<file path="config.mk">
export PLATFORM = sky130hd
export DESIGN_NAME = trng_health_monitor
export DESIGN_NICKNAME = d
export VERILOG_FILES = /design/src/rtl/trng_health_monitor.sv
export SDC_FILE = /design/constraint.sdc
export NUM_CORES = 1
export LEC_CHECK = 0
export CAP_MARGIN = 0
export CORE_MARGIN = 5
export CORE_UTILIZATION = 25
export DETAILED_ROUTE_END_ITERATION = 10
export DONT_BUFFER_PORTS = 1
export GPL_ROUTABILITY_DRIVEN = 0
export PLACE_DENSITY = 0.45
export SLEW_MARGIN = 5
export SYNTH_ARGS = -nofsm -noshare
export SYNTH_HDL_FRONTEND = slang
export SYNTH_SLANG_ARGS = --single-unit
</file>
<file path="constraint.sdc">
create_clock -name clk -period 4.22 [get_ports clk]
set_clock_uncertainty 0.05 [all_clocks]
set_input_delay 0.633 -clock clk [delete_from_list [all_inputs] [get_ports clk]]
set_output_delay 0.633 -clock clk [all_outputs]
set_load 0.02 [all_outputs]
</file>
<file path="src/rtl/trng_health_monitor.sv">
// Health monitor for the raw 8-bit TRNG stream: repetition-count and adaptive-proportion
// tests, startup discard, sticky alarms, and a small ready/valid output FIFO.
module trng_health_monitor #(
  parameter int unsigned RCT_CUTOFF      = 4,
  parameter int unsigned APT_WINDOW      = 64,
  parameter int unsigned APT_CUTOFF      = 13,
  parameter int unsigned STARTUP_SAMPLES = 64,
  parameter int unsigned FIFO_DEPTH      = 4
) (
  input  logic       clk,
  input  logic       rst,
  input  logic       in_valid,
  input  logic [7:0] in_data,
  output logic       out_valid,
  output logic [7:0] out_data,
  input  logic       out_ready,
  output logic       healthy,
  output logic       rct_fail,
  output logic       apt_fail,
  input  logic       clear_fail,
  output logic [7:0] drop_cnt
);

  localparam int unsigned RCW = $clog2(RCT_CUTOFF + 1);
  localparam int unsigned ACW = $clog2(APT_CUTOFF + 1);
  localparam int unsigned SCW = $clog2(STARTUP_SAMPLES + 1);
  localparam int unsigned IW  = (APT_WINDOW > 1) ? $clog2(APT_WINDOW) : 1;
  localparam int unsigned PW  = (FIFO_DEPTH > 1) ? $clog2(FIFO_DEPTH) : 1;
  localparam int unsigned CW  = $clog2(FIFO_DEPTH + 1);

  typedef enum logic [1:0] {
    ST_STARTUP = 2'd0,
    ST_RUN     = 2'd1,
    ST_FAIL    = 2'd2
  } state_t;

  state_t state;

  // Test state
  logic [7:0]     last;
  logic           have_last;
  logic [RCW-1:0] rcnt;
  logic [IW-1:0]  idx;
  logic [7:0]     apt_ref;
  logic [ACW-1:0] acnt;
  logic [SCW-1:0] scnt;

  // FIFO state
  logic [7:0]     mem [FIFO_DEPTH];
  logic [PW-1:0]  rptr;
  logic [PW-1:0]  wptr;
  logic [CW-1:0]  count;

  // Combinational test evaluation and FIFO next-state
  logic           sample_en;
  logic           rct_match;
  logic [RCW-1:0] rcnt_nxt;
  logic           rct_hit;
  logic           apt_start;
  logic [ACW-1:0] acnt_nxt;
  logic           apt_hit;
  logic           any_fail;
  logic [IW-1:0]  idx_nxt;
  logic           startup_done;
  logic           pop;
  logic           push;
  logic           full;
  logic           drop;
  logic           do_push;
  logic [PW-1:0]  rptr_nxt;
  logic [PW-1:0]  wptr_nxt;
  logic [CW-1:0]  count_nxt;
  logic [7:0]     head_nxt;
  logic           clear_en;

  always_comb begin
    sample_en    = in_valid && (state != ST_FAIL);
    clear_en     = clear_fail && (state == ST_FAIL);

    rct_match    = have_last && (in_data == last);
    rcnt_nxt     = rct_match ? (rcnt + RCW'(1)) : RCW'(1);
    rct_hit      = sample_en && (rcnt_nxt == RCW'(RCT_CUTOFF));

    apt_start    = (idx == '0);
    acnt_nxt     = acnt;
    if (apt_start) begin
      acnt_nxt = ACW'(1);
    end else if (in_data == apt_ref) begin
      acnt_nxt = acnt + ACW'(1);
    end
    apt_hit      = sample_en && (acnt_nxt == ACW'(APT_CUTOFF));
    idx_nxt      = (idx == IW'(APT_WINDOW - 1)) ? '0 : (idx + IW'(1));

    any_fail     = rct_hit || apt_hit;
    startup_done = (state == ST_STARTUP) && sample_en && !any_fail &&
                   ((scnt + SCW'(1)) == SCW'(STARTUP_SAMPLES));

    pop          = out_valid && out_ready;
    push         = (state == ST_RUN) && sample_en && !any_fail;
    full         = (count == CW'(FIFO_DEPTH));
    drop         = push && full && !pop;
    do_push      = push && !drop;

    rptr_nxt     = rptr;
    if (pop) begin
      rptr_nxt = (rptr == PW'(FIFO_DEPTH - 1)) ? '0 : (rptr + PW'(1));
    end
    wptr_nxt     = wptr;
    if (do_push) begin
      wptr_nxt = (wptr == PW'(FIFO_DEPTH - 1)) ? '0 : (wptr + PW'(1));
    end
    count_nxt    = count + CW'(do_push) - CW'(pop);
    // A push landing on the new read slot bypasses the array read
    head_nxt     = (do_push && (wptr == rptr_nxt)) ? in_data : mem[rptr_nxt];
  end

  // Health-test FSM with sticky alarms and registered status outputs
  always_ff @(posedge clk) begin
    if (rst) begin
      state     <= ST_STARTUP;
      last      <= '0;
      have_last <= 1'b0;
      rcnt      <= '0;
      idx       <= '0;
      apt_ref   <= '0;
      acnt      <= '0;
      scnt      <= '0;
      healthy   <= 1'b0;
      rct_fail  <= 1'b0;
      apt_fail  <= 1'b0;
    end else begin
      unique case (state)
        ST_FAIL: begin
          if (clear_fail) begin
            state     <= ST_STARTUP;
            have_last <= 1'b0;
            rcnt      <= '0;
            idx       <= '0;
            acnt      <= '0;
            scnt      <= '0;
            rct_fail  <= 1'b0;
            apt_fail  <= 1'b0;
            healthy   <= 1'b0;
          end
        end
        default: begin
          if (sample_en) begin
            last      <= in_data;
            have_last <= 1'b1;
            rcnt      <= rcnt_nxt;
            idx       <= idx_nxt;
            acnt      <= acnt_nxt;
            if (apt_start) begin
              apt_ref <= in_data;
            end
            if (any_fail) begin
              state    <= ST_FAIL;
              healthy  <= 1'b0;
              rct_fail <= rct_hit;
              apt_fail <= apt_hit;
            end else if (state == ST_STARTUP) begin
              scnt <= scnt + SCW'(1);
              if (startup_done) begin
                state   <= ST_RUN;
                healthy <= 1'b1;
              end
            end
          end
        end
      endcase
    end
  end

  // Output FIFO; flushed on the failing sample, drop counter saturates
  always_ff @(posedge clk) begin
    if (rst) begin
      rptr      <= '0;
      wptr      <= '0;
      count     <= '0;
      out_valid <= 1'b0;
      out_data  <= '0;
      drop_cnt  <= '0;
    end else begin
      if (any_fail) begin
        rptr      <= '0;
        wptr      <= '0;
        count     <= '0;
        out_valid <= 1'b0;
      end else begin
        if (do_push) begin
          mem[wptr] <= in_data;
        end
        rptr      <= rptr_nxt;
        wptr      <= wptr_nxt;
        count     <= count_nxt;
        out_valid <= (count_nxt != '0);
        if (count_nxt != '0) begin
          out_data <= head_nxt;
        end
      end
      if (clear_en) begin
        drop_cnt <= '0;
      end else if (drop && (drop_cnt != 8'hFF)) begin
        drop_cnt <= drop_cnt + 8'd1;
      end
    end
  end

endmodule
</file>
# After elaboration in Yosys (flattened, before gate mapping)
# Memory sizes are Yosys's and may differ from the RTL's. A register that Yosys moved wholly into a read port is not among the register bits.
# Cells that the tools add are included.
[op_classes]
add_sub_neg = 9
n_eq_ne = 15
mux = 45
n_bitwise = 2
n_reduce_logical = 36
[op_table]
columns = ["operator", "n"]
rows = [
  ["7-bit 2-to-1 mux", 5],
  ["6-bit 2-to-1 mux", 4],
  ["4-bit 2-to-1 mux", 5],
  ["1-bit 2-to-1 mux", 18],
  ["2-bit 2-to-1 mux", 9],
  ["8-bit equality test", 2],
  ["1-bit logical AND", 15],
  ["3-bit 2-to-1 mux", 4],
  ["3-bit nonzero test", 3],
  ["8-bit by 1-bit adder with 8-bit output (second input constant)", 1],
  ["8-bit inequality test (second input constant)", 1],
  ["4-bit AND reduction", 2],
  ["7-bit by 1-bit adder with 7-bit output (second input constant)", 1],
  ["7-bit equality test (second input constant)", 1],
  ["6-bit by 1-bit adder with 6-bit output (second input constant)", 1],
  ["2-bit equality test (second input constant)", 3],
  ["3-bit equality test (second input constant)", 2],
  ["6-bit equality test (second input constant)", 1],
  ["6-bit logical NOT", 1],
  ["2-bit AND reduction", 3],
  ["3-bit AND reduction", 2],
  ["2-bit nonzero test", 3],
  ["2-bit by 1-bit adder with 2-bit output (second input constant)", 2],
  ["4-bit by 1-bit adder with 4-bit output (second input constant)", 1],
  ["other kinds (12)", 17],
]
[totals]
regBits = 58
ram_bits = 32
output_inout_bits = 20
wordCells = 124
mem_count = 1
[mem_list]
columns = ["memory", "words", "width", "rd", "rd_clocked_by_memory_dff", "wr", "line_no", "source"]
rows = [
  ["mem", 4, 8, 1, 1, 1, "49", "logic [7:0] mem [FIFO_DEPTH];"],
]

# Depth between registers and ports, before layout
[depth]
ltp_word = 16
depth_mapped = 17
ltp_nobuf = 15

# Worst setup path before layout
# No wires, ideal clock.
[synth_timing]
path_kind = "input to register"
startpoint = "input port in_data[4]"
endpoint = "register out_data[0], read port of mem"
setup_ns = 0.142
arrival_ns = 3.770
slack_ns = 0.259
path_stages = 16
cell_sequence = "xnor2_1 > nand4_2 > nor4_1 > or3_1 > buf_2 > buf_6 > buf_2 > o21ai_0 > ha_1 > fa_1 > xnor2_1 > xnor2_1 > nor3_1 > nor2_1 > nand2_1 > a222oi_1"
[synth_between]
elab_chain_len = 16
[synth_lines]
columns = ["item", "line_no", "source"]
rows = [
  ["from (decl)", "13", "input logic [7:0] in_data,"],
  ["8-bit equality test (on tied branches)", "88, 80", ""],
  ["4-bit 2-to-1 mux or 1-bit logical AND (tied branches)", "88, 80", ""],
  ["4-bit 2-to-1 mux or 3-bit 2-to-1 mux (tied branches)", "86, 81", ""],
  ["4-bit equality test or 3-bit equality test (tied branches)", "91, 82", ""],
  ["1-bit logical AND (on tied branches)", "91, 82", ""],
  ["1-bit logical OR (*)", "94", "any_fail = rct_hit || apt_hit;"],
  ["1-bit logical NOT", "99", "push = (state == ST_RUN) && sample_en && !any_fail;"],
  ["1-bit logical AND", "99", ""],
  ["1-bit logical AND (2 in a row)", "101", "drop = push && full && !pop;"],
  ["1-bit logical NOT", "102", "do_push = push && !drop;"],
  ["1-bit logical AND", "102", ""],
  ["3-bit by 1-bit adder with 3-bit output", "112", "count_nxt = count + CW'(do_push) - CW'(pop);"],
  ["3-bit by 1-bit subtractor with 3-bit output", "112", ""],
  ["3-bit nonzero test", "197", "if (count_nxt != '0) begin"],
  ["2-bit AND reduction (no line) (*)", "-", ""],
  ["to (decl)", "15", "output logic [7:0] out_data,"],
]
# Mark *: on every way between the ends. The rest lies on a longest branch, timed or not.
# A chain may end at the register's enable or synchronous reset.

# Final worst setup path
[layout_timing]
startpoint = "register idx[5]"
endpoint = "register out_data[2], read port of mem"
[layout_between]
elab_chain_len = 15
[layout_lines]
columns = ["item", "line_no", "source"]
rows = [
  ["from (decl)", "43", "logic [IW-1:0] idx;"],
  ["from (signal assigned)", "151", "idx <= idx_nxt;"],
  ["6-bit logical NOT (*)", "84", "apt_start = (idx == '0);"],
  ["4-bit 2-to-1 mux (*)", "86", "if (apt_start) begin"],
  ["4-bit equality test (*)", "91", "apt_hit = sample_en && (acnt_nxt == ACW'(APT_CUTOFF));"],
  ["1-bit logical AND (*)", "91", ""],
  ["1-bit logical OR (*)", "94", ""],
  ["1-bit logical NOT", "99", ""],
  ["1-bit logical AND", "99", ""],
  ["1-bit logical AND (2 in a row)", "101", ""],
  ["1-bit logical NOT", "102", ""],
  ["1-bit logical AND", "102", ""],
  ["3-bit by 1-bit adder with 3-bit output", "112", ""],
  ["3-bit by 1-bit subtractor with 3-bit output", "112", ""],
  ["3-bit nonzero test", "197", ""],
  ["2-bit AND reduction (no line) (*)", "-", ""],
]
# Marks and branches as above.

==> qor.txt <==
Number of synthesized flops with an enable pin = 32
IO Pins = 33
Outcome = complete, no violations
GRT Util Overall = 0.1060
Ant. Diodes = 0
PwrDens = 459.5 nW/um^2
Core area = 17960 um^2
Most frequent cells in the layout = dfxtp_1 (65), nor2_1 (46), nand2_1 (45)
DP Worst Slack = 0.2077 ns
Routed vias/inst = 4.996
Critical-path maximum fanout = 4
Die extent in y = 145.0 um
Die area = 21040 um^2
H-tree depth = 3
Cells after synthesis = 458
FF-to-FF path depth = 16
Drt pass-1 iters = 5
Fmax achieved = 263.0 MHz
FFs w/ async S/R, synth = 0
Die Wd = 145.0 um
Final Hold Viols = 0
HP Class = in -> reg
Overflow after GRT = 0
Vias in the first global route = 3361
Fraction of layout cells with a size suffix above 1 = 0.09914
Latest clock arrival within the worst-skew pair = 0.35 ns
VDD IR max = 311.4 uV
RSZ-0062 raised after global routing = false
Worst Path Arrival = 3.97 ns
Req. time, crit path = 4.39 ns
Final-stage net count = 486
Initial antenna violation count = 0
Starting density of the core = 0.2538
Yosys cell types = 57
Largest net degree at the start of global routing = 47
Reg clk slew, reported paths = 0.08 ns
Clk buf depth = 2
Max_slew headroom = 0.5388
CP endpoint kind = flip-flop
Synth Area per Inst = 9.955 um^2
Drt drc = 0
Final wirelength = 11.09 mm
Lkg Pwr = 1.828 nW
Final-report setup violation count = 0
Synth-to-Final Area Change = 12.24%
Commonest non-fill, non-tap cell in the layout = dfxtp_1
CTS root buffer = clkbuf_16
Synth warnings = 0
Antenna-violating nets left = 0
CTS Hold Buffers Added = 0
Initial DRC count = 224
Final critical-path share of the clock period = 0.9010
Crit path launch type = flip-flop
Avg WL per Cell = 16.00 um
Fin worst setup slack = 0.4178 ns
First-pass GRT wire length = 18.00 mm
Hold path cells = 1
Register area share after synthesis = 0.4962
Mapped Nets = 485
Min Hold Slack = 0.2920 ns
Final worst path period need = 3.802 ns
Worst Max-Slew Pin Slew = 0.6865 ns
Mapped cell area = 4559 um^2
Via Count = 3462
CTS Buf Count = 9
Setup CP Type = reg -> reg
Main synth FF type = dfxtp_1
Post-synthesis register bit count = 97
Max Cap Viol = 0
Max-slew violations = 0
Setup Fix Bufs, Post-CTS = 0
CTS tree = built
Port buffer count = 0
Setup TNS = 0 ns
Row cnt = 49
Post-cts resize count = 0
DP HPWL = 7.913 mm
Clock Sinks = 97
==> cells in the mapped netlist (6+ instances only) <==
cell type / instances / share of area
a21oi_1: 42 / 0.046
and2_1: 6 / 0.0082
clkbuf_1: 13 / 0.011
dfxtp_1: 65 / 0.29
edfxtp_1: 32 / 0.21
ha_1: 13 / 0.036
inv_1: 23 / 0.019
mux4_2: 8 / 0.040
nand2_1: 45 / 0.037
nand3_1: 14 / 0.015
nand4_1: 7 / 0.0096
nor2_1: 46 / 0.038
nor3_1: 14 / 0.015
nor4_1: 8 / 0.011
o21ai_0: 17 / 0.019
xnor2_1: 21 / 0.040
==> final timing paths <==
check | startpoint | end | slack (ns)
min reg2reg | last[3] | last[3] | 0.41
max reg2reg | idx[5] | out_data[2] | 0.42
min | rst | scnt[0] | 0.29
max | idx[5] | out_data[2] | 0.42
==> final cells by class <==
cell class	count	area, um^2
Fill cell	1855	12850
Sequential cell	97	2262
Multi-Input combinational cell	321	2142
Tap cell	229	286.5
Clock buffer	10	229.0
Inverter	23	86.33
Clock inverter	6	58.81
Timing Repair Buffer	7	52.55
==> critical path, cell delays in order (launching register included) <==
cell,delay (ns)
dfxtp_1,0.34
nor4_1,0.35
and2_1,0.25
nor4_1,0.09
buf_4,0.15
nor3_2,0.20
a21o_1,0.17
o21ai_0,0.09
ha_1,0.20
fa_1,0.38
xnor2_1,0.21
xnor2_1,0.10
nor3_1,0.54
nor2_1,0.12
buf_4,0.17
a22oi_1,0.18
a221oi_1,0.07
==> kinds of logic after synthesis <==
group,after synthesis,synth area share
adder cells (fa/ha/maj),14,0.04007
AO/OA/AOI/OAI,100,0.1378
AND/OR/NAND/NOR,172,0.1916
XOR/XNOR,24,0.04775
buffers and inverters,40,0.03513
multiplexers,11,0.05159
flip-flops,97,0.4962
==> layer usage <==
| layer | vias up | global-route usage | part of all wire |
|---|---|---|---|
| li1 | 1671 | - | - |
| met1 | 1682 | 0.1372 | 0.45 |
| met2 | 102 | 0.1690 | 0.48 |
| met3 | 7 | 0.03648 | 0.060 |
| met4 | 0 | 0.02919 | 0.011 |
| met5 | - | 0 | 0 |
==> through the flow <==
step | instance area (um^2) | power [mW] | instances | util
2_1_floorplan | 4559 | 1.468 | 458 | -
3_3_place_gp | 4830 | 1.573 | 677 | 0.2689
3_5_place_dp | 4830 | 1.578 | 677 | 0.2689
4_1_cts | 5117 | 2.392 | 693 | 0.2849
5_1_grt | 5117 | 2.488 | 693 | 0.2849
6_report | 5117 | 2.351 | 693 | 0.2849
==> state kept, by name, summed over array words and instances, names as in the netlist, 2 cells and up <==
register / flops
acnt: 4
last: 8
scnt: 7
drop_cnt: 8
rptr: 2
state: 2
wptr: 2
idx: 6
out_data: 8
mem: 32
rcnt: 3
count: 3
apt_ref: 8
==> where the power goes <==
part / leakage (nW) / total, mW / internal [mW] / switching (mW)
Sequential: 0.819 / 1.14 / 1.03 / 0.103
Clock: 0.139 / 0.804 / 0.416 / 0.388
Combinational: 0.870 / 0.412 / 0.184 / 0.228
Note: power is estimated with default switching activity, not from simulation.
